[src/rtl/regfile_mp_if.sv]
// rtl/regfile_mp_if.sv - register file bus: write, dual read, issue scoreboard and clear handshake
interface regfile_mp_if #(
    parameter int WIDTH = 32,
    parameter int DEPTH = 32
);
    localparam int AW = $clog2(DEPTH);

    logic             clear_req;
    logic             reg_write;
    logic [AW-1:0]    write_register;
    logic [WIDTH-1:0] write_data;
    logic [AW-1:0]    read_register1;
    logic [AW-1:0]    read_register2;
    logic [WIDTH-1:0] read_data1;
    logic [WIDTH-1:0] read_data2;
    logic             issue_valid;
    logic [AW-1:0]    issue_register;
    logic             busy1;
    logic             busy2;
    logic             ready;

    modport master (
        output clear_req, reg_write, write_register, write_data,
        output read_register1, read_register2, issue_valid, issue_register,
        input  read_data1, read_data2, busy1, busy2, ready
    );

    modport slave (
        input  clear_req, reg_write, write_register, write_data,
        input  read_register1, read_register2, issue_valid, issue_register,
        output read_data1, read_data2, busy1, busy2, ready
    );
endinterface

[src/rtl/regfile_mp.sv]
// rtl/regfile_mp.sv - dual-read register file with pending scoreboard and walking clear; optional macro REGFILE_MP_BYPASS_EN
module regfile_mp #(
    parameter int WIDTH = 32,
    parameter int DEPTH = 32
) (
    input  logic        clk,
    input  logic        reset,
    regfile_mp_if.slave bus
);
    localparam int            AW        = $clog2(DEPTH);
    localparam logic [AW-1:0] FIRST_IDX = AW'(1);
    localparam logic [AW-1:0] LAST_IDX  = AW'(DEPTH - 1);

    typedef enum logic {
        ST_READY = 1'b0,
        ST_CLEAR = 1'b1
    } state_t;

    state_t           state;
    state_t           state_nx;
    logic [AW-1:0]    clr_idx;
    logic [AW-1:0]    clr_idx_nx;
    logic [WIDTH-1:0] rf [DEPTH];
    logic [DEPTH-1:0] pending;

    logic             in_ready;
    logic             clear_go;
    logic             wr_en;
    logic             iss_en;
    logic [WIDTH-1:0] rd1;
    logic [WIDTH-1:0] rd2;
    logic             bz1;
    logic             bz2;

    // Accept writes/issues only in READY, and drop them in the cycle that starts a clear
    assign in_ready = (state == ST_READY);
    assign clear_go = in_ready && bus.clear_req;
    assign wr_en    = in_ready && !reset && !bus.clear_req && bus.reg_write
                      && (bus.write_register != '0);
    assign iss_en   = in_ready && !reset && !bus.clear_req && bus.issue_valid
                      && (bus.issue_register != '0);

    // State register; reset restarts the clear walk from register 1
    always_ff @(posedge clk) begin
        if (reset) begin
            state   <= ST_CLEAR;
            clr_idx <= FIRST_IDX;
        end else begin
            state   <= state_nx;
            clr_idx <= clr_idx_nx;
        end
    end

    // Next state: READY waits for clear_req, CLEAR walks indices 1..DEPTH-1
    always_comb begin
        state_nx   = state;
        clr_idx_nx = clr_idx;
        case (state)
            ST_READY: begin
                if (bus.clear_req) begin
                    state_nx   = ST_CLEAR;
                    clr_idx_nx = FIRST_IDX;
                end
            end
            ST_CLEAR: begin
                clr_idx_nx = clr_idx + FIRST_IDX;
                if (clr_idx == LAST_IDX) begin
                    state_nx = ST_READY;
                end
            end
            default: begin
                state_nx   = ST_CLEAR;
                clr_idx_nx = FIRST_IDX;
            end
        endcase
    end

    // Register array: one entry zeroed per CLEAR cycle, otherwise accepted writes; r0 never written
    always_ff @(posedge clk) begin
        if (state == ST_CLEAR) begin
            rf[clr_idx] <= '0;
        end else if (wr_en) begin
            rf[bus.write_register] <= bus.write_data;
        end
    end

    // Scoreboard: flushed on reset or clear entry; a same-cycle issue overrides the write's clear
    always_ff @(posedge clk) begin
        if (reset || clear_go) begin
            pending <= '0;
        end else begin
            if (wr_en) begin
                pending[bus.write_register] <= 1'b0;
            end
            if (iss_en) begin
                pending[bus.issue_register] <= 1'b1;
            end
        end
    end

    // Combinational read ports; everything reads 0 and not busy while clearing
    always_comb begin
        rd1 = '0;
        rd2 = '0;
        bz1 = 1'b0;
        bz2 = 1'b0;
        if (in_ready) begin
            if (bus.read_register1 != '0) rd1 = rf[bus.read_register1];
            if (bus.read_register2 != '0) rd2 = rf[bus.read_register2];
            bz1 = pending[bus.read_register1];
            bz2 = pending[bus.read_register2];
`ifdef REGFILE_MP_BYPASS_EN
            if (bus.reg_write && (bus.write_register != '0)) begin
                if (bus.write_register == bus.read_register1) begin
                    rd1 = bus.write_data;
                    bz1 = bus.issue_valid && (bus.issue_register == bus.read_register1);
                end
                if (bus.write_register == bus.read_register2) begin
                    rd2 = bus.write_data;
                    bz2 = bus.issue_valid && (bus.issue_register == bus.read_register2);
                end
            end
`endif
        end
    end

    assign bus.read_data1 = rd1;
    assign bus.read_data2 = rd2;
    assign bus.busy1      = bz1;
    assign bus.busy2      = bz2;
    assign bus.ready      = in_ready;
endmodule

[src/flat_wrapper.sv]
// flat-port wrapper written by rule: the top's interface ports become plain ports
module regfile_mp_flat 
#(
    parameter int WIDTH = 32,
    parameter int DEPTH = 32
)
  (clk, reset, bus_clear_req, bus_reg_write, bus_write_register, bus_write_data, bus_read_register1, bus_read_register2, bus_issue_valid, bus_issue_register, bus_read_data1, bus_read_data2, bus_busy1, bus_busy2, bus_ready);
  regfile_mp_if #(.WIDTH(WIDTH), .DEPTH(DEPTH)) bus_i ();
  input  logic clk;
  input  logic reset;
  input wire logic [$bits(bus_i.clear_req)-1:0] bus_clear_req;
  input wire logic [$bits(bus_i.reg_write)-1:0] bus_reg_write;
  input wire logic [$bits(bus_i.write_register)-1:0] bus_write_register;
  input wire logic [$bits(bus_i.write_data)-1:0] bus_write_data;
  input wire logic [$bits(bus_i.read_register1)-1:0] bus_read_register1;
  input wire logic [$bits(bus_i.read_register2)-1:0] bus_read_register2;
  input wire logic [$bits(bus_i.issue_valid)-1:0] bus_issue_valid;
  input wire logic [$bits(bus_i.issue_register)-1:0] bus_issue_register;
  output wire logic [$bits(bus_i.read_data1)-1:0] bus_read_data1;
  output wire logic [$bits(bus_i.read_data2)-1:0] bus_read_data2;
  output wire logic [$bits(bus_i.busy1)-1:0] bus_busy1;
  output wire logic [$bits(bus_i.busy2)-1:0] bus_busy2;
  output wire logic [$bits(bus_i.ready)-1:0] bus_ready;
  assign bus_i.clear_req = bus_clear_req;
  assign bus_i.reg_write = bus_reg_write;
  assign bus_i.write_register = bus_write_register;
  assign bus_i.write_data = bus_write_data;
  assign bus_i.read_register1 = bus_read_register1;
  assign bus_i.read_register2 = bus_read_register2;
  assign bus_i.issue_valid = bus_issue_valid;
  assign bus_i.issue_register = bus_issue_register;
  assign bus_read_data1 = bus_i.read_data1;
  assign bus_read_data2 = bus_i.read_data2;
  assign bus_busy1 = bus_i.busy1;
  assign bus_busy2 = bus_i.busy2;
  assign bus_ready = bus_i.ready;
  regfile_mp #(.WIDTH(WIDTH), .DEPTH(DEPTH)) u_core (.clk(clk), .reset(reset), .bus(bus_i));
endmodule
[config.mk]
export PLATFORM = sky130hd
export DESIGN_NAME = regfile_mp_flat
export DESIGN_NICKNAME = d
export VERILOG_FILES = /design/src/rtl/regfile_mp_if.sv /design/src/rtl/regfile_mp.sv /design/src/flat_wrapper.sv
export SDC_FILE = /design/constraint.sdc
export NUM_CORES = 1
export LEC_CHECK = 0
export BUFFER_PORTS_ARGS = -buffer_cell sky130_fd_sc_hd__clkbuf_2
export CAP_MARGIN = 20
export CORE_ASPECT_RATIO = 0.6
export CORE_MARGIN = 4
export CORE_UTILIZATION = 40
export DETAILED_ROUTE_END_ITERATION = 7
export GPL_TIMING_DRIVEN = 0
export PLACE_DENSITY = 0.61
export SLEW_MARGIN = 0
export SYNTH_ARGS = -nofsm -noshare
export SYNTH_HDL_FRONTEND = slang
export SYNTH_SLANG_ARGS = --single-unit
[constraint.sdc]
create_clock -name clk -period 5.2 [get_ports clk]
set_input_delay 0.52 -clock clk [delete_from_list [all_inputs] [get_ports clk]]
set_output_delay 0.52 -clock clk [all_outputs]
set_load 0.005 [all_outputs]
After elaboration in Yosys (flattened, before gate mapping)
Memory sizes are Yosys's and may differ from the RTL's.
Index checks and enable logic that the tools add are counted.
{"block": "classes", "add_sub_neg": 1, "order_cmp": 6, "n_eq_ne": 2, "n_mux": 30, "bitwise": 4, "n_reduce_logical": 17}
{"cell": "$mux W32", "count": 8}
{"cell": "$and A32 B32 Y32", "count": 1}
{"cell": "$not A32 Y32", "count": 1}
{"cell": "$or A32 B32 Y32", "count": 1}
{"cell": "$reduce_or A32 Y1", "count": 1}
{"cell": "$lt A5 B6 Y1 const B", "count": 4}
{"cell": "$reduce_bool A5 Y1", "count": 4}
{"cell": "$mux W1", "count": 14}
{"cell": "$bmux W1 S5", "count": 2}
{"cell": "$demux W1 S5", "count": 2}
{"cell": "$ge A5 B1 Y1 const B", "count": 2}
{"cell": "$mux W5", "count": 2}
{"cell": "$pmux W5 S2", "count": 1}
{"cell": "$logic_and A1 B1 Y1", "count": 9}
{"cell": "$add A5 B1 Y5 const B", "count": 1}
{"cell": "$eq A5 B5 Y1 const B", "count": 1}
{"cell": "$logic_not A1 Y1", "count": 2}
{"cell": "$ne A2 B2 Y1 const B", "count": 1}
{"cell": "$pmux W1 S2", "count": 1}
{"cell": "$logic_or A1 B1 Y1", "count": 1}
{"cell": "$not A1 Y1", "count": 1}
{"block": "word_totals", "ff_bits": 38, "ramBits": 1024, "output_inout_bits": 67, "word_cells": 64, "mem_count": 1}
{"memory": "u_core.rf", "depth": 32, "width": 32, "rd": 2, "rd_clocked_by_memory_dff": 0, "wr": 1, "line_no": "regfile_mp.sv:23", "source": "logic [WIDTH-1:0] rf [DEPTH];"}

Logic depth before layout (Yosys ltp)
Gate-level depths: netlist of run 1.
{"block": "depth", "word_depth": 10, "ltp_mapped": 7}

Worst setup path after synthesis of run 1
OpenSTA, ideal clock, no wires.
{"block": "synth_path", "kind": "input -> register", "from": "in bus_clear_req", "to": "mem u_core.rf[4][0], enable pin", "setup_ns": 0.461, "arrival_ns": 3.970, "required_ns": 4.739, "path_slack_ns": 0.769, "path_stages": 6, "path_cell_list": "buf_2 or4b_4 buf_6 a21o_4 o21a_4 nor3_1"}
{"block": "synth_between", "elab_chain_cells": 9, "elab_cells_between_ends": 10, "cone_classes": "5 x mux; 5 x reduce/logical"}
{"element": "from (decl)", "line_no": "flat_wrapper.sv:11", "source": "input wire logic [$bits(bus_i.clear_req)-1:0] bus_clear_req;"}
{"element": "$logic_not A1 Y1 *", "line_no": "regfile_mp.sv:38", "source": "assign wr_en = in_ready && !reset && !bus.clear_req && bus.reg_write"}
{"element": "$logic_and A1 B1 Y1 * (2 in series)", "line_no": "regfile_mp.sv:38"}
{"element": "$logic_and A1 B1 Y1 *", "line_no": "regfile_mp.sv:39", "source": "&& (bus.write_register != '0);"}
{"element": "$mux W1 *", "line_no": "regfile_mp.sv:82", "source": "end else if (wr_en) begin"}
{"element": "$mux W1 *", "line_no": "regfile_mp.sv:80", "source": "if (state == ST_CLEAR) begin"}
{"element": "$mux W1 (implied by the code) *", "line_no": "regfile_mp.sv:83", "source": "rf[bus.write_register] <= bus.write_data;"}
{"element": "$reduce_or A32 Y1 (no line)"}
{"element": "$mux W5 (no line) or $mux W1 (tied branches)"}
{"element": "to (decl)", "line_no": "regfile_mp.sv:23"}
Every way passes the cells marked *; elsewhere a longest branch is shown, timed or not.

Final worst setup path of run 1
{"block": "layout_path", "from": "reg u_core.state", "to": "out bus_read_data1[1]"}
{"block": "layout_between", "elab_chain_cells": 1}
{"element": "from (decl)", "line_no": "regfile_mp.sv:19", "source": "state_t state;"}
{"element": "from (signal assigned)", "line_no": "regfile_mp.sv:49", "source": "state <= state_nx;"}
{"element": "$mux W32", "line_no": "regfile_mp.sv:107", "source": "if (in_ready) begin"}
{"element": "to (decl)", "line_no": "flat_wrapper.sv:19", "source": "output wire logic [$bits(bus_i.read_data1)-1:0] bus_read_data1;"}
No other way between the ends.

==> summary.txt, run 1 <==
Status
  • Run status: finished, final reports clean

Min path
  • Worst Hold End: u_core.rf[21][19]$_DFFE_PP_
  • WHS Path Cells: 2
  • Hold_sp: bus_write_data[19]
  • Hold Crit Class: in -> reg

Floorplanning
  • Die W: 463.8 um
  • Ports: 124
  • Starting Density: 40.25%
  • Core area: 123,900 sq um
  • Full die area: 130,500 sq um
  • Die Span Y: 281.5 um
  • FP Rows: 100

Synth
  • Synth Area in Compound Gates: 3.534%
  • Post-synth EDFFs: 1,024
  • Post-synthesis sequential area ratio: 63.21%
  • Post-Synth Adder-Cell Area: 0.05020%
  • FF+latch count, synth: 1,062
  • Yosys warns: 0
  • Avg Inst Size Synth: 20.02 sq um
  • Main synth FF type: edfxtp_1
  • FFs w/ async S/R, synth: 0%
  • Unique masters post-synth: 55
  • Syn_nets: 2,549
  • Post-Synth XOR/XNOR Area: 0.03514%
  • Syn Std Cell Area: 49,850 sq um
  • Main combinational cell family by area after synthesis: multiplexers
  • Mux contribution to synthesized area: 29.11%
  • Simple-Gate Fraction of Synth Area: 2.219%
  • Mapped Cells: 2,490

Timing
  • Setup TNS: 0 ns
  • Fmax: 0.2291 GHz
  • Final period utilization: 83.92%
  • Slew HR: 18.10%
  • Slew Viols, Final: 0
  • Worst Skew: 0.02703 ns
  • Tightest Pin Transition: 1.228 ns
  • Hold_ws: 0.1675 ns
  • RSZ-0062 raised after global routing: false
  • Final Setup Violations: 0
  • Hold Vio Cnt, Final: 0
  • Final min period: 4.364 ns

Global route
  • Antenna violations before repair: 7
  • Vias in the first global route: 29,640
  • Largest net degree at the start of global routing: 33
  • Total gr overflow: 0
  • First-pass GRT wire length: 228,700 um
  • GRT Overall Usage: 24.86%

Detailed routing
  • Via count: 29,970
  • DRT iter0 DRCs: 4,810
  • Wire per inst: 36.12 um
  • Vias per inst: 6.604
  • DRC Markers: 0
  • DRT Wirelength: 163,900 um
  • Antenna-violating nets left: 0
  • DR pass1 iterations: 6

Clocking
  • Post-cts gate resize count: 0
  • Total CTS buffers: 103
  • Latest clock arrival within the worst-skew pair: 0.72 ns
  • CTS tree: yes
  • Clk root buf: clkbuf_16
  • Clock H-tree levels: 3
  • Clk pin slew, worst setup/hold paths: 0.07 ns
  • Maximum buffer depth of the clock tree: 3
  • Total clock sinks: 1,062

Critical path
  • Slowest stage delay, CP: 0.91 ns
  • Critical R2R Launch: u_core.state$_SDFF_PP1_
  • Kind of critical path: reg -> out
  • Crit Path Max Fanout: 10
  • CP startpoint kind: flip-flop
  • Reg2Reg Depth: 7
  • Crit-path cells: buf_6 > clkinv_1 > nand3_1 > clkbuf_1 > o221ai_1 > clkbuf_2
  • Critical path's slowest cell: clkbuf_1
  • Worst reg2reg setup slack: 1.59 ns
  • Endpoint class of the critical path: output port
  • Reg-to-reg endpoint: u_core.rf[31][11]$_DFFE_PP_
  • Worst Path Required: 4.68 ns
  • Crit path DAT: 3.84 ns

Placement
  • Hpwl dp: 119,400 um
  • I/O Buffers: 114
  • Gpl congestion: 0.8713

Power
  • Int Power: 14.14 mW
  • Clock power share: 41.7%
  • Register share of total power: 51.4%
  • PwrDens: 315.7 nW/um^2
  • Gate power share: 6.8%
  • Design Power: 18.27 mW
  • Static leakage: 20.47 nW
  • Switch Pwr: 4.125 mW
  • Worst VDD drop: 292.9 uV
  • Switching share of power: 22.58%

Layout
  • Layout area overhead: 16.08%
  • Share of cells above drive strength 1: 35.40%
  • Nets: 2,880
  • Fin util: 46.72%

Job
  • Max-cap violations: 0
## metrics by stage
stage | worst slack [ns] | area, sq um | cells
floorplan | 0.7686 | 49850 | 2490
global placement | -2.638 | 52460 | 4236
detailed placement | 1.005 | 53770 | 4315
CTS | 0.9502 | 57140 | 4504
global route | 0.9006 | 57860 | 4536
finish | 0.8359 | 57870 | 4538
## worst max-delay path by stage
stage                            start                          end  slack (ns)  cells past startpoint
2_1_floorplan            bus_clear_req    u_core.rf[4][0]$_DFFE_PP_        0.77                      6
3_3_place_gp     bus_write_register[0]  u_core.rf[31][13]$_DFFE_PP_       -2.64                      7
3_5_place_dp     bus_read_register1[0]           bus_read_data1[29]        1.01                      8
4_1_cts        u_core.state$_SDFF_PP1_            bus_read_data1[1]        0.95                      6
5_1_grt        u_core.state$_SDFF_PP1_            bus_read_data1[1]        0.90                      6
6_report       u_core.state$_SDFF_PP1_            bus_read_data1[1]        0.84                      6
## final cells by class
class | instances | area (sq um)
diodes | 2 | 5.005
inverters | 7 | 26.28
clock buffers | 123 | 2695
clock inverters | 65 | 670.6
well taps | 1632 | 2042
repair buffers | 226 | 2391
plain buffers | 197 | 894.6
flip-flops and latches | 1062 | 31510
fillers | 10260 | 66000
multi-input cells | 1224 | 17630
## power groups by stage
stage               combinational (mW)  clock, mW  sequential (mW)
floorplan                        0.751          0             9.57
global placement                  1.15          0             9.59
detailed placement                1.23          0             9.58
CTS                               1.24       7.70             9.40
global route                      1.30       8.08             9.40
finish                            1.25       7.62             9.40
## metal layers
metal / vias up / wire length (um) / GRT usage (%)
met2: 2154 / 69950 / 35.43
li1: 11530 / - / -
met3: 280 / 22570 / 7.834
met1: 16010 / 66010 / 36.48
met4: 2 / 5363 / 7.977
met5: - / 11 / 0
## critical path: cells and delay by family, from the launching register on
kind	cells	cell delay [ns]
compound gates	1	0.58
buf+inv	4	1.71
flops	1	0.37
simple gates	1	0.45
## placed cells by master (no fill, tap or decap), drive strengths merged, types with 7 or more instances in the layout
cell type,netlist,routed
o221ai,66,66
a21oi,40,40
nor2,39,39
a31oi,8,8
clkinv,2,50
dfxtp,38,38
nor3,24,24
mux4,526,526
nor2b,7,7
clkbuf,86,326
nand2,38,38
mux2i,265,265
and2,33,33
o22a,64,64
bufinv,0,12
o21ai,33,33
buf,111,219
nand3,17,17
edfxtp,1024,1024
## state kept, by name, indices dropped and copies added, names as in the netlist
signal          count
u_core.rf        1024
u_core.clr_idx      5
u_core.pending     32
u_core.state        1
## logic make-up after synthesis
logic type                 after synthesis
buffers and inverters                  204
xor gates and xnor gates                 2
adders and majority gates                2
DFF                                   1062
and+or+nand+nor                        197
AOI/OAI and AO/OA                      231
muxes                                  792
## cells in the mapped netlist, types with 38 or more instances
| library cell | number | area (sq um) |
|---|---|---|
| edfxtp_1 | 1024 | 30750 |
| nor2_1 | 39 | 146.4 |
| mux2i_1 | 265 | 2653 |
| o221ai_1 | 66 | 578.1 |
| o22a_1 | 64 | 560.5 |
| buf_2 | 67 | 335.3 |
| a21oi_1 | 38 | 190.2 |
| dfxtp_1 | 38 | 760.7 |
| nand2_1 | 38 | 142.6 |
| clkbuf_1 | 86 | 322.8 |
| mux4_2 | 526 | 11850 |
## repair_timing
action,in CTS,in global routing
setup buffers,0,0
hold endpoints to repair,3,0
hold buffers,1,0
No activity file was read; power rests on OpenSTA's default activity.
==> inputs of run 2 (changes only) <==
clock period = 4.17 ns   (was 5.2 ns; I/O delays follow)
==> summary.txt, run 2 (same netlist as run 1, synthesis figures left out) <==
Floorplanning
  • Core area: 123,900 sq um (unchanged)
  • Die Span Y: 281.5 um (unchanged)
  • Starting Density: 40.25% (unchanged)
  • FP Rows: 100 (unchanged)
  • Full die area: 130,500 sq um (unchanged)
  • Die W: 463.8 um (unchanged)
  • Ports: 124 (unchanged)

Critical path
  • Kind of critical path: reg -> out
  • WP buf/inv: 4 (unchanged)
  • Worst Path Required: 3.75 ns (-0.93 ns)
  • Crit-path cells: buf_6 > clkinv_1 > nand3_1 > clkbuf_1 > o221ai_1 > clkbuf_2
  • Top delay family on crit path: buffers and inverters
  • Crit Path Max Fanout: 10 (unchanged)
  • CP startpoint kind: flip-flop
  • Slowest stage delay, CP: 0.82 ns (-0.09 ns)
  • Critical path's slowest cell: clkbuf_1
  • Endpoint class of the critical path: output port
  • Crit path DAT: 3.69 ns (-0.15 ns)

Layout
  • Largest regs: u_core.rf: 1024 flops, u_core.pending: 32 flops, u_core.clr_idx: 5 flops
  • Share of cells above drive strength 1: 35.38% (about the same)
  • Fin util: 46.81% (+0.092 points)
  • Register area: 31,510 sq um (unchanged)
  • Nets: 2,875 (-0.17%)
  • Design Area, Final: 57,980 sq um (+0.20%)
  • Number of flip-flops in the largest register: 1,024 (unchanged)
  • Most common cell after layout, fill and taps aside: edfxtp_1
  • Multi-input logic area: 17,660 sq um (+0.13%)
  • Top reg by flops: u_core.rf
  • Commonest cells after routing, fill and taps aside: edfxtp_1 (1,024), mux4_2 (526), mux2i_1 (265)
  • Layout area overhead: 16.31%
  • Fillers: 10,250 (-0.068%)

Power
  • Design Power: 22.65 mW (+24%)
  • Gate power share: 7.0% (+0.2 points)
  • Worst VDD drop: 341.6 uV (+17%)
  • Clock power share: 41.2% (-0.5 points)
  • Register share of total power: 51.7% (+0.3 points)
  • Int Power: 17.43 mW (+23%)
  • Switching share of power: 23.05% (+0.47 points)
  • Static leakage: 20.47 nW (about the same)
  • PwrDens: 390.6 nW/um^2 (+24%)
  • Switch Pwr: 5.220 mW (+27%)

Global route
  • First-pass GRT wire length: 230,000 um (+0.60%)
  • Antenna violations before repair: 6 (-1)
  • Vias in the first global route: 29,600 (-0.12%)
  • GRT Overall Usage: 25.06% (+0.20 points)
  • Total gr overflow: 0 (unchanged)
  • Largest net degree at the start of global routing: 33 (unchanged)

Timing
  • Hold_ws: 0.1155 ns (-0.05193 ns)
  • Hold Vio Cnt, Final: 0 (unchanged)
  • Final min period: 4.105 ns
  • RSZ-0062 raised after global routing: false
  • Tightest Pin Transition: 1.282 ns (+0.05324 ns)
  • Setup TNS: 0 ns (unchanged)
  • Fmax: 0.2436 GHz
  • Final Setup Violations: 0 (unchanged)
  • Final period utilization: 98.43%
  • Slew HR: 14.55% (-3.5 points)
  • Worst Skew: 0.02024 ns (-0.006788 ns)
  • Slew Viols, Final: 0 (unchanged)

Detailed routing
  • DR pass1 iterations: 6 (unchanged)
  • Antenna-violating nets left: 0 (unchanged)
  • Vias per inst: 6.614 (+0.15%)
  • Via count: 30,030 (+0.19%)
  • DRC Markers: 0 (unchanged)
  • Wire per inst: 36.48 um (+1.0%)
  • DRT iter0 DRCs: 4,495 (-6.5%)
  • DRT Wirelength: 165,600 um (+1.0%)

Placement
  • Hpwl dp: 120,200 um (+0.62%)
  • Placed Area: 53,860 sq um (+0.17%)
  • Gpl congestion: 0.8807 (+1.1%)
  • I/O Buffers: 114 (unchanged)

Clocking
  • Hold buffer count at cts: 1 (unchanged)
  • Clk pin slew, worst setup/hold paths: 0.06 ns (about the same)
  • Clock H-tree levels: 3 (unchanged)
  • CTS tree: yes
  • Total clock sinks: 1,062 (unchanged)
  • Post-cts gate resize count: 0 (unchanged)
  • Maximum buffer depth of the clock tree: 3 (unchanged)
  • Total CTS buffers: 103 (unchanged)
  • Setup Fix Bufs, Post-CTS: 0 (unchanged)
  • Clk root buf: clkbuf_16
  • Latest clock arrival within the worst-skew pair: 0.73 ns (about the same)

Job
  • Max-cap violations: 0 (unchanged)

Status
  • Run status: finished, final reports clean

Min path
  • Hold Crit Class: in -> reg
[run 2: power by group through the flow]
stage          clock network [mW]  registers [mW]  logic, mW
4_1_cts                      9.43            11.7       1.57
2_1_floorplan                   0            11.9      0.939
5_1_grt                      9.90            11.7       1.65
3_5_place_dp                    0            11.9       1.56
3_3_place_gp                    0            12.0       1.44
6_report                     9.34            11.7       1.59
[run 2: routing by layer]
| layer | part of all wire [%] | GRT usage (%) |
|---|---|---|
| met2 | 44 | 37.05 |
| met3 | 13 | 7.575 |
| met1 | 41 | 36.55 |
| met5 | 0.019 | 0 |
| met4 | 2.5 | 6.303 |
[run 2: area by class of cell]
| cell class | count | share of cell area [%] |
|---|---|---|
| clock buffers | 127 | 4.711 |
| flip-flops and latches | 1062 | 54.35 |
| inverters | 7 | 0.04532 |
| diodes | 2 | 0.008632 |
| well taps | 1632 | 3.522 |
| repair buffers | 221 | 4.355 |
| plain buffers | 197 | 1.543 |
| multi-input cells | 1224 | 30.45 |
| clock inverters | 68 | 1.019 |
[run 2: path summary, 6_finish.rpt]
kind	cells past startpoint	endpoint	slack [ns]	from
hold reg to reg	2	u_core.pending[16]$_SDFF_PP0_	0.50	u_core.pending[16]$_SDFF_PP0_
setup reg to reg	8	u_core.rf[31][13]$_DFFE_PP_	0.73	u_core.state$_SDFF_PP1_
hold / removal	3	u_core.state$_SDFF_PP1_	0.12	bus_clear_req
setup / recovery	6	bus_read_data2[1]	0.07	u_core.state$_SDFF_PP1_
[run 2: worst register-to-register path, delay by kind of cell (launching register included)]
| kind | cells | cell delay, ns |
|---|---|---|
| flops | 1 | 0.36 |
| compound gates | 1 | 0.25 |
| buf+inv | 6 | 1.77 |
| simple gates | 1 | 0.76 |
[run 2: stage by stage]
step           setup slack [ns]  std cells
2_1_floorplan           -0.1584       2490
5_1_grt                 0.08772       4538
4_1_cts                  0.1454       4503
3_5_place_dp             0.2064       4307
6_report                0.06542       4540
3_3_place_gp             -3.536       4236
